File: src/rtl/bp_be_ctx_switch_ctrl.sv
// Hardware-thread context switch sequencer and context-storage write-port arbiter.
// The switch, NPC bootstrap and rpush requests each sit in a one-entry holding buffer until served.
//
// state | meaning
// IDLE  | no switch in progress; write port serves npc/rpush buffers
// DRAIN | switch pending; wait for backend idle and no outstanding NPC write
// SAVE  | write resume NPC of the current thread into context storage
// LOAD  | read target thread's NPC from context storage
// REDIR | flush and redirect fetch to target NPC; current thread changes on exit
module bp_be_ctx_switch_ctrl #(
  parameter int threads_p        = 4,
  parameter int vaddr_width_p    = 39,
  parameter int dpath_width_p    = 64,
  parameter int reg_addr_width_p = 5,
  localparam int tid_w = (threads_p > 1) ? $clog2(threads_p) : 1
) (
  input  logic                        clk_i,
  input  logic                        reset_n_i,
  input  logic                        ctxt_v_i,
  input  logic [tid_w-1:0]            ctxt_tid_i,
  input  logic                        npc_v_i,
  input  logic [tid_w-1:0]            npc_tid_i,
  input  logic [vaddr_width_p-1:0]    npc_i,
  input  logic                        rpush_v_i,
  input  logic [tid_w-1:0]            rpush_tid_i,
  input  logic [reg_addr_width_p-1:0] rpush_reg_i,
  input  logic [dpath_width_p-1:0]    rpush_data_i,
  input  logic                        pipe_idle_i,
  input  logic [vaddr_width_p-1:0]    resume_npc_i,
  input  logic [vaddr_width_p-1:0]    ctx_r_npc_i,
  output logic                        busy_o,
  output logic                        stall_o,
  output logic                        ctx_w_v_o,
  output logic                        ctx_w_kind_o,
  output logic [tid_w-1:0]            ctx_w_tid_o,
  output logic [reg_addr_width_p-1:0] ctx_w_addr_o,
  output logic [dpath_width_p-1:0]    ctx_w_data_o,
  output logic                        ctx_r_v_o,
  output logic [tid_w-1:0]            ctx_r_tid_o,
  output logic                        redirect_v_o,
  output logic [vaddr_width_p-1:0]    redirect_npc_o,
  output logic [tid_w-1:0]            current_tid_o,
  output logic                        err_o
);

  typedef enum logic [2:0] {
    S_IDLE  = 3'd0,
    S_DRAIN = 3'd1,
    S_SAVE  = 3'd2,
    S_LOAD  = 3'd3,
    S_REDIR = 3'd4
  } state_e;

  state_e state_r, state_n;

  logic                        sw_v_r;
  logic [tid_w-1:0]            sw_tid_r;
  logic                        npc_v_r;
  logic [tid_w-1:0]            npc_tid_r;
  logic [vaddr_width_p-1:0]    npc_r;
  logic                        rp_v_r;
  logic [tid_w-1:0]            rp_tid_r;
  logic [reg_addr_width_p-1:0] rp_reg_r;
  logic [dpath_width_p-1:0]    rp_data_r;
  logic [tid_w-1:0]            cur_tid_r;
  logic                        err_r;

  // Widened compare so the range check stays meaningful when threads_p is not a power of two.
  function automatic logic tid_in_range(input logic [tid_w-1:0] tid);
    return 32'(tid) < 32'(threads_p);
  endfunction

  logic ctxt_ok, npc_ok, rp_ok;
  logic sw_load, npc_load, rp_load, err_set;
  logic save_w, npc_gnt, sw_self, switch_done, switch_start;

  always_comb begin
    ctxt_ok      = tid_in_range(ctxt_tid_i);
    npc_ok       = tid_in_range(npc_tid_i) && (npc_tid_i != cur_tid_r);
    rp_ok        = tid_in_range(rpush_tid_i) && (rpush_tid_i != cur_tid_r);
    sw_load      = ctxt_v_i && ctxt_ok && !sw_v_r;
    npc_load     = npc_v_i && npc_ok && !npc_v_r;
    rp_load      = rpush_v_i && rp_ok && !rp_v_r;
    err_set      = (ctxt_v_i && (!ctxt_ok || sw_v_r))
                 || (npc_v_i && (!npc_ok || npc_v_r))
                 || (rpush_v_i && (!rp_ok || rp_v_r));
    save_w       = (state_r == S_SAVE);
    npc_gnt      = npc_v_r && !save_w;
    sw_self      = (state_r == S_IDLE) && sw_v_r && (sw_tid_r == cur_tid_r);
    switch_done  = (state_r == S_REDIR);
    // A fresh pulse starts the switch directly so DRAIN is entered the cycle after the CSR write.
    switch_start = (sw_v_r && (sw_tid_r != cur_tid_r))
                 || (sw_load && (ctxt_tid_i != cur_tid_r));
  end

  always_ff @(posedge clk_i or negedge reset_n_i) begin
    if (!reset_n_i) begin
      sw_v_r    <= 1'b0;
      sw_tid_r  <= '0;
      npc_v_r   <= 1'b0;
      npc_tid_r <= '0;
      npc_r     <= '0;
      rp_v_r    <= 1'b0;
      rp_tid_r  <= '0;
      rp_reg_r  <= '0;
      rp_data_r <= '0;
      cur_tid_r <= '0;
      err_r     <= 1'b0;
    end else begin
      if (sw_load) begin
        sw_v_r   <= 1'b1;
        sw_tid_r <= ctxt_tid_i;
      end else if (sw_self || switch_done) begin
        sw_v_r <= 1'b0;
      end

      if (npc_load) begin
        npc_v_r   <= 1'b1;
        npc_tid_r <= npc_tid_i;
        npc_r     <= npc_i;
      end else if (npc_gnt) begin
        npc_v_r <= 1'b0;
      end

      if (rp_load) begin
        rp_v_r    <= 1'b1;
        rp_tid_r  <= rpush_tid_i;
        rp_reg_r  <= rpush_reg_i;
        rp_data_r <= rpush_data_i;
      end else if (rp_v_r && !save_w && !npc_v_r) begin
        rp_v_r <= 1'b0;
      end

      if (switch_done) cur_tid_r <= sw_tid_r;
      if (err_set)     err_r     <= 1'b1;
    end
  end

  always_ff @(posedge clk_i or negedge reset_n_i) begin
    if (!reset_n_i) state_r <= S_IDLE;
    else            state_r <= state_n;
  end

  always_comb begin
    state_n = state_r;
    case (state_r)
      S_IDLE:  if (switch_start) state_n = S_DRAIN;
      S_DRAIN: if (pipe_idle_i && !npc_v_r) state_n = S_SAVE;
      S_SAVE:  state_n = S_LOAD;
      S_LOAD:  state_n = S_REDIR;
      S_REDIR: state_n = S_IDLE;
      default: state_n = S_IDLE;
    endcase
  end

  always_comb begin
    busy_o         = sw_v_r || npc_v_r || rp_v_r || (state_r != S_IDLE);
    stall_o        = (state_r != S_IDLE);
    ctx_w_v_o      = 1'b0;
    ctx_w_kind_o   = 1'b0;
    ctx_w_tid_o    = '0;
    ctx_w_addr_o   = '0;
    ctx_w_data_o   = '0;
    ctx_r_v_o      = 1'b0;
    ctx_r_tid_o    = '0;
    redirect_v_o   = 1'b0;
    redirect_npc_o = '0;
    current_tid_o  = cur_tid_r;
    err_o          = err_r;

    // Single write port: save beats npc bootstrap beats rpush.
    if (save_w) begin
      ctx_w_v_o    = 1'b1;
      ctx_w_tid_o  = cur_tid_r;
      ctx_w_data_o = dpath_width_p'(resume_npc_i);
    end else if (npc_v_r) begin
      ctx_w_v_o    = 1'b1;
      ctx_w_tid_o  = npc_tid_r;
      ctx_w_data_o = dpath_width_p'(npc_r);
    end else if (rp_v_r) begin
      ctx_w_v_o    = 1'b1;
      ctx_w_kind_o = 1'b1;
      ctx_w_tid_o  = rp_tid_r;
      ctx_w_addr_o = rp_reg_r;
      ctx_w_data_o = rp_data_r;
    end

    if (state_r == S_LOAD) begin
      ctx_r_v_o   = 1'b1;
      ctx_r_tid_o = sw_tid_r;
    end

    if (state_r == S_REDIR) begin
      redirect_v_o   = 1'b1;
      redirect_npc_o = ctx_r_npc_i;
    end
  end

endmodule

File: config.mk
export PLATFORM = sky130hd
export DESIGN_NAME = bp_be_ctx_switch_ctrl
export DESIGN_NICKNAME = d
export VERILOG_FILES = /design/src/rtl/bp_be_ctx_switch_ctrl.sv
export SDC_FILE = /design/constraint.sdc
export NUM_CORES = 1
export LEC_CHECK = 0
export CORE_UTILIZATION = 45
export CTS_BUF_LIST = sky130_fd_sc_hd__clkbuf_2 sky130_fd_sc_hd__clkbuf_4 sky130_fd_sc_hd__clkbuf_8
export DETAILED_ROUTE_END_ITERATION = 12
export GPL_ROUTABILITY_DRIVEN = 0
export PLACE_DENSITY = 0.92
export SLEW_MARGIN = 30
export SYNTH_ARGS = -nofsm -noshare
export SYNTH_HDL_FRONTEND = slang
export SYNTH_SLANG_ARGS = --single-unit
File: constraint.sdc
create_clock -name clk_i -period 3.68 [get_ports clk_i]
set_input_delay 0.92 -clock clk_i [delete_from_list [all_inputs] [get_ports clk_i]]
set_output_delay 0.92 -clock clk_i [all_outputs]
set_load 0.02 [all_outputs]
==> impl_metrics.prom, run 1 <==
# TYPE chip_impl_metric gauge
chip_impl_info{name="status",value="completed"} 1
chip_impl_metric{name="globalRouteOverflowTotal",unit=""} 0
chip_impl_metric{name="ff2ff_path_depth",unit=""} 5
chip_impl_info{name="hp-start",value="rp_data_r[52]"} 1
chip_impl_metric{name="worst-slew-pin-transition",unit="ps"} 795.8
chip_impl_metric{name="cts_setup_buffers",unit=""} 0
chip_impl_metric{name="initial_antenna_violation_count",unit=""} 0
chip_impl_metric{name="synth_seq_cells",unit=""} 123
chip_impl_metric{name="number_of_global_route_vias_before_repair",unit=""} 5511
chip_impl_metric{name="min_period_over_period",unit="%"} 96.10
chip_impl_metric{name="peakVddDrop",unit="V"} 0.0004945
chip_impl_metric{name="finalSetupViolations",unit=""} 0
chip_impl_metric{name="clock_period_minus_worst_slack",unit="ps"} 3537
chip_impl_metric{name="worst_skew_pair.late_latency",unit="ps"} 440
chip_impl_info{name="cts_tree",value="built"} 1
chip_impl_metric{name="finalMaxSlewViolations",unit=""} 0
chip_impl_metric{name="multi_input_area",unit="um^2"} 3151
chip_impl_metric{name="cts.path.max_buffers",unit=""} 2
chip_impl_metric{name="final.setup.tns",unit="ps"} 0
chip_impl_info{name="path_class",value="reg -> out"} 1
chip_impl_metric{name="fmax",unit="MHz"} 282.8
chip_impl_metric{name="number_of_enable_type_register_cells_in_the_synthesized_netlist",unit=""} 0
chip_impl_metric{name="portBuffers",unit=""} 318
chip_impl_info{name="critPathSlowestCell",value="sky130_fd_sc_hd__clkdlybuf4s50_1"} 1
chip_impl_metric{name="final-seq-area",unit="um^2"} 3079
chip_impl_metric{name="power.leakage",unit="uW"} 0.004452
chip_impl_metric{name="drt.antenna.violating_nets",unit=""} 0
chip_impl_metric{name="numClockSinks",unit=""} 123
chip_impl_metric{name="cts_buffers",unit=""} 17
chip_impl_metric{name="dieHeight",unit="um"} 122.6
chip_impl_metric{name="synth-seq-area-share",unit="%"} 46.99
chip_impl_metric{name="drt-vias-per-instance",unit=""} 5.260
chip_impl_metric{name="final_hold_viol_count",unit=""} 0
chip_impl_metric{name="wl_per_cell",unit="um"} 19.57
chip_impl_metric{name="synth_warnings",unit=""} 0
chip_impl_metric{name="synth_top_area_share",unit="%"} 46.99
chip_impl_metric{name="fin_skew",unit="ps"} 9.042
chip_impl_info{name="crit_path_cell_trace",value="nor2_1, nand2_2, buf_12, and3_1, clkdlybuf4s50_1"} 1
chip_impl_metric{name="rows",unit=""} 43
chip_impl_metric{name="critPathMaxFanout",unit=""} 44
chip_impl_info{name="worstHoldPathType",value="reg -> reg"} 1
chip_impl_info{name="rr_endpoint",value="rp_data_r[40]"} 1
chip_impl_metric{name="worst-endpoint-required",unit="ps"} 2760
chip_impl_metric{name="fillers",unit=""} 958
chip_impl_info{name="end_kind",value="output pin"} 1
chip_impl_metric{name="arrival",unit="ps"} 2620
chip_impl_metric{name="final_cell_area",unit="um^2"} 10170
chip_impl_metric{name="netlist_area",unit="um^2"} 6550
chip_impl_info{name="root_buffer_master",value="sky130_fd_sc_hd__clkbuf_8"} 1
chip_impl_metric{name="via_count",unit=""} 5376
chip_impl_metric{name="detailed_place_hpwl",unit="mm"} 14.47
chip_impl_info{name="largest_cells_by_area_after_synthesis",value="sky130_fd_sc_hd__dfrtp_1, sky130_fd_sc_hd__mux2_4, sky130_fd_sc_hd__a221oi_1"} 1
chip_impl_info{name="synth-main-ff-cell",value="sky130_fd_sc_hd__dfrtp_1"} 1
chip_impl_metric{name="grt_max_degree",unit=""} 65
chip_impl_info{name="setup.worst_path.start_class",value="flop"} 1
chip_impl_metric{name="cpPeakStageDelay",unit="ps"} 570
chip_impl_metric{name="grt_first_pass_wirelength",unit="mm"} 30.22
chip_impl_metric{name="core_area",unit="um^2"} 14040
chip_impl_metric{name="drt_pass1_iterations",unit=""} 4
chip_impl_metric{name="die_width",unit="um"} 122.6
chip_impl_metric{name="drive_gt1_share",unit="%"} 20.31
chip_impl_metric{name="initial_standard_cell_utilization_of_the_core",unit="%"} 46.65
chip_impl_metric{name="postSynthCellCount",unit=""} 523
chip_impl_metric{name="drt_iter0_markers",unit=""} 272
chip_impl_metric{name="antenna-diode-count",unit=""} 0
chip_impl_metric{name="reg2reg_slack",unit="ps"} 1720
chip_impl_info{name="path_delay_family",value="simple AND/OR/NAND/NOR gates"} 1
chip_impl_metric{name="post-route-drc-count",unit=""} 0
chip_impl_metric{name="num_io_pins",unit=""} 319
chip_impl_metric{name="gr-usage-all-layers",unit="%"} 27.21
chip_impl_metric{name="max_cap_viol_count",unit=""} 0
chip_impl_metric{name="drt-total-wl",unit="mm"} 20.00
chip_impl_metric{name="avgSynthCellArea",unit="um^2"} 12.52
chip_impl_info{name="rsz0062_at_grt",value="yes"} 1
chip_impl_metric{name="slew_headroom",unit="%"} 46.95
chip_impl_info{name="synth_top_area_cell",value="sky130_fd_sc_hd__dfrtp_1"} 1
chip_impl_metric{name="p_total",unit="uW"} 8532
chip_impl_metric{name="hold_path_cells",unit=""} 1
chip_impl_metric{name="synth.lib_cells_used.distinct",unit=""} 30
chip_impl_metric{name="count_of_buffering_cells_on_the_critical_path_with_inverters_included",unit=""} 2
chip_impl_metric{name="die_outline_area",unit="um^2"} 15040
chip_impl_metric{name="nets",unit=""} 1028
chip_impl_metric{name="synthesis.nets",unit=""} 721
chip_impl_info{name="worst_hold_path.endpoint",value="rp_data_r[52]"} 1
chip_impl_info{name="critical_path.reg2reg.startpoint",value="current_tid_o[1]"} 1
chip_impl_metric{name="power.density",unit="nW/um^2"} 838.6
chip_impl_info{name="synthMostInstantiatedCell",value="sky130_fd_sc_hd__dfrtp_1"} 1
chip_impl_metric{name="syn_to_final_growth",unit="%"} 55.32
chip_impl_metric{name="worst_setup_hold_path_clk_slew",unit="ps"} 70
chip_impl_info{name="synth_top_cells_by_count",value="sky130_fd_sc_hd__dfrtp_1, sky130_fd_sc_hd__mux2_4, sky130_fd_sc_hd__nor2_1"} 1
chip_impl_metric{name="htreeDepth",unit=""} 4
chip_impl_metric{name="post_dp_cell_area",unit="um^2"} 9823
chip_impl_metric{name="ys_async_sr_fraction",unit="%"} 100.0
## where the power goes
group / switching (uW) / internal (uW)
combinational: 2170 / 2730
sequential: 516 / 2040
clock: 536 / 539
total: 3220 / 5310
## state kept, by name (all words and copies together), names as in the netlist, 2 cells and up
signal and cells:
rp_data_r 64, npc_r 39, rp_reg_r 5, state_r 3, current_tid_o 2, npc_tid_r 2, rp_tid_r 2, sw_tid_r 2
## layout make-up
| class | instances | area share [%] |
|---|---|---|
| clock buffer | 19 | 2.447 |
| clock inverter | 12 | 0.9962 |
| multi-input combinational | 355 | 30.97 |
| sequential | 123 | 30.27 |
| tap | 180 | 2.214 |
| timing repair buffer | 333 | 33.11 |
## metrics by stage
step / std cells / setup WS (ps) / utilization [%] / hold slack [ps]
2_1_floorplan: 523 / 1261 / - / 472.1
3_3_place_gp: 991 / 490.0 / 69.95 / 474.1
3_5_place_dp: 991 / 501.8 / 69.95 / 483.0
4_1_cts: 1022 / 117.1 / 72.45 / 508.8
5_1_grt: 1022 / -0.09748 / 72.45 / 523.4
6_report: 1022 / 143.4 / 72.45 / 505.2
## timing repair
action | in CTS | in global routing
setup endpoints to repair | 0 | 1
gates resized for setup | 0 | 0
hold buffers | 0 | 0
## cell usage in the layout (no fill, tap or decap), drive strengths merged, types with 7 or more instances in the layout
master | synthesis | final
and3 | 30 | 30
a21oi | 7 | 7
clkinv | 0 | 8
clkdlybuf4s50 | 0 | 317
and2 | 44 | 44
buf | 21 | 16
nor2 | 85 | 85
clkbuf | 24 | 19
dfrtp | 123 | 123
mux2 | 116 | 116
a221oi | 41 | 41
## kinds of logic (layout without fill, tap and decap cells)
group / after synthesis / after routing / share of synthesized area [%]
and+or+nand+nor: 178 / 178 / 13.98
AOI/OAI and AO/OA: 53 / 53 / 6.533
DFF: 123 / 123 / 46.99
buffers and inverters: 45 / 364 / 5.291
xor gates and xnor gates: 8 / 8 / 1.070
muxes: 116 / 116 / 26.13
## metal layers
layer	track usage, %	vias to the layer above	share of wire (%)
met2	46.52	247	51
met4	12.58	0	3.3
met1	31.56	2619	39
li1	-	2462	-
met3	7.481	48	7.5
met5	0	-	0
## worst max-delay path by stage
stage / startpoint / slack (ps) / endpoint / cells past startpoint
global placement: resume_npc_i[30] / 490 / ctx_w_data_o[30] / 4
global route: state_r[0] / -0.1 / ctx_w_data_o[39] / 5
finish: state_r[0] / 140 / ctx_w_data_o[50] / 5
detailed placement: resume_npc_i[20] / 500 / ctx_w_data_o[20] / 4
CTS: state_r[0] / 120 / ctx_w_data_o[47] / 5
floorplan: state_r[0] / 1260 / ctx_w_data_o[0] / 6
(Power assumes the default switching activity.)
==> inputs of run 2 (changes only) <==
- CORE_UTILIZATION: 45 -> 38
- PLACE_DENSITY: 0.92 -> 0.83
- clock period: 3.68 -> 3.2 ns (I/O delays scaled with it)
==> run 2 against run 1 <==
Register-to-register slack worse by 520 ps. Worst setup slack worse by 42 ps. Final area up 2.5%. Cell count up 4.3%. Flip-flop and latch count unchanged. Hold slack worse by 150 ps. Clock power up 39%. First-iteration DRC count down 45%. Sequential power up 14%. Global-route usage down 4.2 points. Largest cell class unchanged.
==> impl_metrics.prom, run 2 (same netlist as run 1, synthesis figures left out) <==
# TYPE chip_impl_metric gauge
chip_impl_metric{name="fin_skew",unit="ps"} 12.91
chip_impl_metric{name="worst-slew-pin-transition",unit="ps"} 589.2
chip_impl_metric{name="worst_setup_hold_path_clk_slew",unit="ps"} 70
chip_impl_metric{name="count_of_buffering_cells_on_the_critical_path_with_inverters_included",unit=""} 2
chip_impl_metric{name="final.setup.tns",unit="ps"} 0
chip_impl_info{name="setup.worst_path.start_class",value="flop"} 1
chip_impl_info{name="path_delay_family",value="buffers and inverters"} 1
chip_impl_metric{name="finalMaxSlewViolations",unit=""} 0
chip_impl_metric{name="fillers",unit=""} 1314
chip_impl_metric{name="critPathMaxFanout",unit=""} 31
chip_impl_metric{name="worst_skew_pair.late_latency",unit="ps"} 440
chip_impl_info{name="worstHoldPathType",value="in -> async"} 1
chip_impl_metric{name="drt.antenna.violating_nets",unit=""} 0
chip_impl_metric{name="clock_period_minus_worst_slack",unit="ps"} 3099
chip_impl_metric{name="min_period_over_period",unit="%"} 96.83
chip_impl_metric{name="cpPeakStageDelay",unit="ps"} 670
chip_impl_metric{name="core_area",unit="um^2"} 16700
chip_impl_metric{name="peakVddDrop",unit="V"} 0.0005468
chip_impl_metric{name="cts.path.max_buffers",unit=""} 2
chip_impl_info{name="critPathSlowestCell",value="sky130_fd_sc_hd__clkdlybuf4s50_1"} 1
chip_impl_metric{name="dieHeight",unit="um"} 133.3
chip_impl_metric{name="slew_headroom",unit="%"} 60.72
chip_impl_metric{name="final-seq-area",unit="um^2"} 3082
chip_impl_metric{name="htreeDepth",unit=""} 4
chip_impl_info{name="crit_path_cell_trace",value="nor2b_4, buf_6, and3_1, clkdlybuf4s50_1"} 1
chip_impl_metric{name="p_total",unit="uW"} 9933
chip_impl_info{name="largest_register",value="rp_data_r"} 1
chip_impl_metric{name="multi_input_area",unit="um^2"} 3169
chip_impl_metric{name="portBuffers",unit=""} 318
chip_impl_metric{name="num_io_pins",unit=""} 319
chip_impl_info{name="end_kind",value="output pin"} 1
chip_impl_info{name="cts_tree",value="built"} 1
chip_impl_metric{name="drt-total-wl",unit="mm"} 20.36
chip_impl_info{name="most-common-layout-cells",value="sky130_fd_sc_hd__clkdlybuf4s50_1, sky130_fd_sc_hd__dfrtp_1, sky130_fd_sc_hd__mux2_4"} 1
chip_impl_metric{name="fmax",unit="MHz"} 322.7
chip_impl_info{name="status",value="completed"} 1
chip_impl_metric{name="gr-usage-all-layers",unit="%"} 23.05
chip_impl_metric{name="final_hold_viol_count",unit=""} 0
chip_impl_metric{name="drt-vias-per-instance",unit=""} 4.982
chip_impl_metric{name="drive_gt1_share",unit="%"} 21.07
chip_impl_metric{name="finalSetupViolations",unit=""} 0
chip_impl_info{name="layout_top_registers",value="rp_data_r: 64 flops, npc_r: 39 flops, rp_reg_r: 5 flops"} 1
chip_impl_metric{name="worst-endpoint-required",unit="ps"} 2400
chip_impl_metric{name="via_count",unit=""} 5311
chip_impl_metric{name="largest_register_ffs",unit=""} 64
chip_impl_metric{name="drt_pass1_iterations",unit=""} 4
chip_impl_metric{name="power.leakage",unit="uW"} 0.004939
chip_impl_metric{name="globalRouteOverflowTotal",unit=""} 0
chip_impl_metric{name="rows",unit=""} 47
chip_impl_metric{name="die_outline_area",unit="um^2"} 17770
chip_impl_metric{name="die_width",unit="um"} 133.3
chip_impl_metric{name="post-route-drc-count",unit=""} 0
chip_impl_metric{name="grt_max_degree",unit=""} 51
chip_impl_metric{name="max_cap_viol_count",unit=""} 0
chip_impl_metric{name="wl_per_cell",unit="um"} 19.09
chip_impl_metric{name="detailed_place_hpwl",unit="mm"} 14.69
chip_impl_metric{name="cts_setup_buffers",unit=""} 0
chip_impl_metric{name="nets",unit=""} 1030
chip_impl_metric{name="initial_standard_cell_utilization_of_the_core",unit="%"} 39.22
chip_impl_metric{name="power.density",unit="nW/um^2"} 952.8
chip_impl_metric{name="drt_iter0_markers",unit=""} 150
chip_impl_metric{name="finish.utilization",unit="%"} 62.42
chip_impl_metric{name="numClockSinks",unit=""} 123
chip_impl_info{name="path_class",value="reg -> out"} 1
chip_impl_metric{name="syn_to_final_growth",unit="%"} 59.16
chip_impl_metric{name="arrival",unit="ps"} 2300
chip_impl_metric{name="initial_antenna_violation_count",unit=""} 1
chip_impl_metric{name="cts_buffers",unit=""} 17
chip_impl_info{name="root_buffer_master",value="sky130_fd_sc_hd__clkbuf_8"} 1
chip_impl_metric{name="number_of_global_route_vias_before_repair",unit=""} 5631
chip_impl_metric{name="grt_first_pass_wirelength",unit="mm"} 31.03
chip_impl_info{name="layout_commonest_cell",value="sky130_fd_sc_hd__clkdlybuf4s50_1"} 1
[run 2: cell count changes in the layout (fill, tap and decap cells not counted), moves of 5 or more]
| cell | previous run | this run |
|---|---|---|
| sky130_fd_sc_hd__dlygate4sd2_1 | 0 | 12 |
| sky130_fd_sc_hd__clkinv_2 | 6 | 1 |
| sky130_fd_sc_hd__dlymetal6s2s_1 | 0 | 31 |
| sky130_fd_sc_hd__clkdlybuf4s50_1 | 317 | 274 |
[run 2: worst register-to-register path: cells and delay by family (launching register included)]
kind | cells | cell delay [ps]
XOR/XNOR | 1 | 180
multiplexers | 1 | 350
buffers and inverters | 1 | 420
AND/OR/NAND/NOR | 2 | 400
flip-flops | 1 | 530
[run 2: path summary, 6_finish.rpt]
check | startpoint | end | slack [ps] | cells past startpoint
min | reset_n_i | rp_data_r[18] | 360 | 1
max | rp_v_r | ctx_w_data_o[48] | 100 | 4
min reg2reg | rp_data_r[54] | rp_data_r[54] | 510 | 1
max reg2reg | current_tid_o[1] | rp_data_r[31] | 1200 | 5
min in group clk_i | rp_data_r[54] | rp_data_r[54] | 510 | 1
max in group asynchronous | reset_n_i | state_r[2] | 2120 | 2
[run 2: metal layers]
metal / share of wire, % / up-vias / track usage, %
li1: - / 2464 / -
met1: 40 / 2573 / 27.05
met2: 51 / 246 / 40.31
met3: 7.3 / 28 / 6.811
met4: 2.0 / 0 / 7.323
met5: 0 / - / 0
[run 2: through the flow]
stage / hold slack (ps) / instance area [um^2] / instances / setup WS [ps]
floorplan: 472.1 / 6550 / 523 / 901.3
global placement: 483.4 / 9901 / 1033 / 279.4
detailed placement: 483.3 / 9901 / 1033 / 289.7
CTS: 349.0 / 10320 / 1065 / -3.251
global route: 371.4 / 10430 / 1066 / -0.3679
finish: 359.9 / 10430 / 1066 / 101.5
[run 2: repair_timing]
action                     4_1_cts  5_1_grt
hold buffers                     0        0
resized for setup               14       37
setup endpoints to repair       72       60
[run 2: cell type report]
type	instances	share of cell area [%]
Clock buffer	20	2.580
Clock inverter	12	1.548
Tap cell	220	2.640
Sequential cell	123	29.56
Timing Repair Buffer	335	33.25
Multi-Input combinational cell	355	30.40
Antenna cell	1	0.02400
[run 2: report_power, final]
group / leakage (uW) / internal (uW) / switching, uW
Clock: 0.000210 / 829 / 660
Sequential: 0.00144 / 2350 / 556
Combinational: 0.00329 / 3020 / 2520
Total: 0.00494 / 6200 / 3740
==> inputs of run 3 (changes only) <==
- PLACE_DENSITY: 0.83 -> 0.9
==> run 3 against run 2 <==
Register-to-register slack improved by 110 ps. Largest power group unchanged. Utilization shrank 0.41 points. Cell count shrank 0.38%. Combinational power is 0.7% lower. Die area unchanged. Non-clock buffer count down 3. Critical endpoint is now ctx_w_data_o[45]. Hold slack worse by 16 ps.
==> impl_metrics.prom, run 3 (same netlist as run 1, synthesis figures left out) <==
# TYPE chip_impl_metric gauge
chip_impl_metric{name="max_cap_viol_count",unit=""} 0
chip_impl_metric{name="power.leakage",unit="uW"} 0.004874
chip_impl_metric{name="net-switching-power",unit="uW"} 3661
chip_impl_info{name="crit_path_cell_trace",value="nor2b_4, buf_8, and3_1, clkdlybuf4s50_1"} 1
chip_impl_metric{name="final-seq-area",unit="um^2"} 3080
chip_impl_metric{name="worst_setup_hold_path_clk_slew",unit="ps"} 70
chip_impl_metric{name="finalMaxSlewViolations",unit=""} 0
chip_impl_info{name="path_delay_family",value="buffers and inverters"} 1
chip_impl_metric{name="initial_standard_cell_utilization_of_the_core",unit="%"} 39.22
chip_impl_metric{name="final_cell_area",unit="um^2"} 10360
chip_impl_metric{name="initial_antenna_violation_count",unit=""} 1
chip_impl_info{name="worstHoldPathType",value="in -> async"} 1
chip_impl_metric{name="wl_per_cell",unit="um"} 18.41
chip_impl_metric{name="slew_headroom",unit="%"} 64.96
chip_impl_metric{name="ff2ff_path_depth",unit=""} 5
chip_impl_metric{name="globalRouteOverflowTotal",unit=""} 0
chip_impl_metric{name="worst-endpoint-required",unit="ps"} 2400
chip_impl_metric{name="fraction_of_power_consumed_by_sequential_logic",unit="%"} 29.6
chip_impl_metric{name="core_area",unit="um^2"} 16700
chip_impl_metric{name="drt-total-wl",unit="mm"} 19.56
chip_impl_metric{name="final.setup.tns",unit="ps"} 0
chip_impl_info{name="most-common-layout-cells",value="sky130_fd_sc_hd__clkdlybuf4s50_1, sky130_fd_sc_hd__dfrtp_1, sky130_fd_sc_hd__mux2_4"} 1
chip_impl_metric{name="grt_max_degree",unit=""} 68
chip_impl_metric{name="gr-usage-all-layers",unit="%"} 22.29
chip_impl_metric{name="fmax",unit="MHz"} 326.3
chip_impl_metric{name="syn_to_final_growth",unit="%"} 58.11
chip_impl_metric{name="p_sw_share",unit="%"} 37.42
chip_impl_info{name="rr_endpoint",value="rp_data_r[41]"} 1
chip_impl_metric{name="numClockSinks",unit=""} 123
chip_impl_metric{name="final_critical_path_setup_slack",unit="ps"} 134.9
chip_impl_info{name="cts_tree",value="built"} 1
chip_impl_metric{name="finalSetupViolations",unit=""} 0
chip_impl_metric{name="drt-vias-per-instance",unit=""} 5.001
chip_impl_metric{name="htreeDepth",unit=""} 4
chip_impl_metric{name="cts.path.max_buffers",unit=""} 2
chip_impl_info{name="setup.worst_path.start_class",value="flop"} 1
chip_impl_metric{name="post-route-drc-count",unit=""} 0
chip_impl_info{name="root_buffer_master",value="sky130_fd_sc_hd__clkbuf_8"} 1
chip_impl_metric{name="fin_skew",unit="ps"} 9.787
chip_impl_metric{name="cts_setup_buffers",unit=""} 0
chip_impl_metric{name="min_period_over_period",unit="%"} 95.78
chip_impl_metric{name="count_of_buffering_cells_on_the_critical_path_with_inverters_included",unit=""} 2
chip_impl_metric{name="reg2reg_slack",unit="ps"} 1310
chip_impl_metric{name="placedCellCount",unit=""} 1030
chip_impl_metric{name="rows",unit=""} 47
chip_impl_metric{name="nets",unit=""} 1027
chip_impl_metric{name="worst_skew_pair.late_latency",unit="ps"} 430
chip_impl_info{name="critPathSlowestCell",value="sky130_fd_sc_hd__clkdlybuf4s50_1"} 1
chip_impl_info{name="status",value="completed"} 1
chip_impl_metric{name="drt_pass1_iterations",unit=""} 4
chip_impl_metric{name="power.density",unit="nW/um^2"} 944.7
chip_impl_metric{name="cpPeakStageDelay",unit="ps"} 640
chip_impl_info{name="largest_register",value="rp_data_r"} 1
chip_impl_metric{name="arrival",unit="ps"} 2270
chip_impl_metric{name="die_outline_area",unit="um^2"} 17770
chip_impl_metric{name="critPathMaxFanout",unit=""} 42
chip_impl_metric{name="power.share.combinational",unit="%"} 56.2
chip_impl_metric{name="dieHeight",unit="um"} 133.3
chip_impl_metric{name="worst-slew-pin-transition",unit="ps"} 525.6
chip_impl_info{name="layout_commonest_cell",value="sky130_fd_sc_hd__clkdlybuf4s50_1"} 1
chip_impl_metric{name="clock_period_minus_worst_slack",unit="ps"} 3065
chip_impl_metric{name="drt_iter0_markers",unit=""} 151
chip_impl_metric{name="post_cts_hold_buffer_count",unit=""} 0
chip_impl_metric{name="largest_register_ffs",unit=""} 64
chip_impl_metric{name="number_of_global_route_vias_before_repair",unit=""} 5860
chip_impl_info{name="critical_path.reg2reg.startpoint",value="current_tid_o[1]"} 1
chip_impl_metric{name="post_dp_cell_area",unit="um^2"} 9888
chip_impl_metric{name="multi_input_area",unit="um^2"} 3153
chip_impl_metric{name="final_hold_viol_count",unit=""} 0
chip_impl_info{name="end_kind",value="output pin"} 1
chip_impl_metric{name="p_int",unit="uW"} 6123
chip_impl_metric{name="peakVddDrop",unit="V"} 0.0005559
chip_impl_metric{name="drive_gt1_share",unit="%"} 20.57
chip_impl_info{name="path_class",value="reg -> out"} 1
chip_impl_metric{name="grt_first_pass_wirelength",unit="mm"} 30.53
chip_impl_metric{name="power.clock.fraction",unit="%"} 14.2
chip_impl_metric{name="cts_buffers",unit=""} 17
chip_impl_metric{name="detailed_place_hpwl",unit="mm"} 13.72
chip_impl_info{name="rsz0062_at_grt",value="no"} 1
chip_impl_metric{name="drt.antenna.violating_nets",unit=""} 0
chip_impl_metric{name="finalNonFillerCells",unit=""} 1062
chip_impl_info{name="layout_top_registers",value="rp_data_r: 64 flops, npc_r: 39 flops, rp_reg_r: 5 flops"} 1
chip_impl_metric{name="fillers",unit=""} 1311
chip_impl_metric{name="die_width",unit="um"} 133.3
chip_impl_metric{name="pre_cts_ws",unit="ps"} 254.0
chip_impl_metric{name="num_io_pins",unit=""} 319
chip_impl_metric{name="portBuffers",unit=""} 318
chip_impl_metric{name="via_count",unit=""} 5311
==> run 3: cell count changes in the layout (fill, tap and decap cells not counted), sizes merged <==
cell           previous run  this run
clkinv                    3         6
clkbuf                   20        19
clkdlybuf4s50           274       273
dlymetal6s2s             31        29
inv                       3         0
dlygate4sd2              12        14
buf                      18        16
==> run 3: stage by stage <==
step | hold WS [ps] | utilization, % | total power, uW
floorplan | 472.1 | - | 6441
global placement | 475.5 | 59.21 | 8426
detailed placement | 486.3 | 59.21 | 8576
CTS | 334.4 | 61.54 | 9928
global route | 352.5 | 62.01 | 10370
finish | 343.4 | 62.01 | 9783
==> run 3: metal layers <==
metal | global-route usage [%] | vias up | wire length (um)
met5 | 0 | - | 0
met4 | 6.692 | 0 | 302
met3 | 7.953 | 23 | 1620
met2 | 39.24 | 240 | 9820
met1 | 25.19 | 2596 | 7812
li1 | - | 2452 | -
==> run 3: power by group through the flow <==
stage               Sequential (uW)  Clock [uW]  Combinational, uW
finish                         2900        1390               5500
global route                   2990        1500               5880
CTS                            2890        1430               5610
detailed placement             2890           0               5680
global placement               2840           0               5580
floorplan                      2700           0               3740
==> run 3: final cells by class <==
cell class,count,area share (%)
timing repair buffer,332,33.27
multi-input combinational,355,30.45
sequential,123,29.74
tap,220,2.658
clock buffer,19,2.404
clock inverter,12,1.450
antenna,1,0.02416
==> run 3: what timing repair did <==
action,4_1_cts,5_1_grt
setup endpoints to repair,48,43
gates cloned,0,0
resized for setup,17,30
==> run 3: how the worst max path moves through the flow <==
| stage | startpoint | end | slack, ps | cells past startpoint |
|---|---|---|---|---|
| 6_report | rp_v_r | ctx_w_data_o[45] | 130 | 4 |
| 5_1_grt | rp_v_r | ctx_w_addr_o[3] | 7 | 4 |
| 4_1_cts | state_r[2] | ctx_w_data_o[4] | 3 | 6 |
| 3_5_place_dp | resume_npc_i[13] | ctx_w_data_o[13] | 250 | 4 |
| 3_3_place_gp | resume_npc_i[13] | ctx_w_data_o[13] | 300 | 4 |
| 2_1_floorplan | state_r[0] | ctx_w_data_o[0] | 900 | 6 |
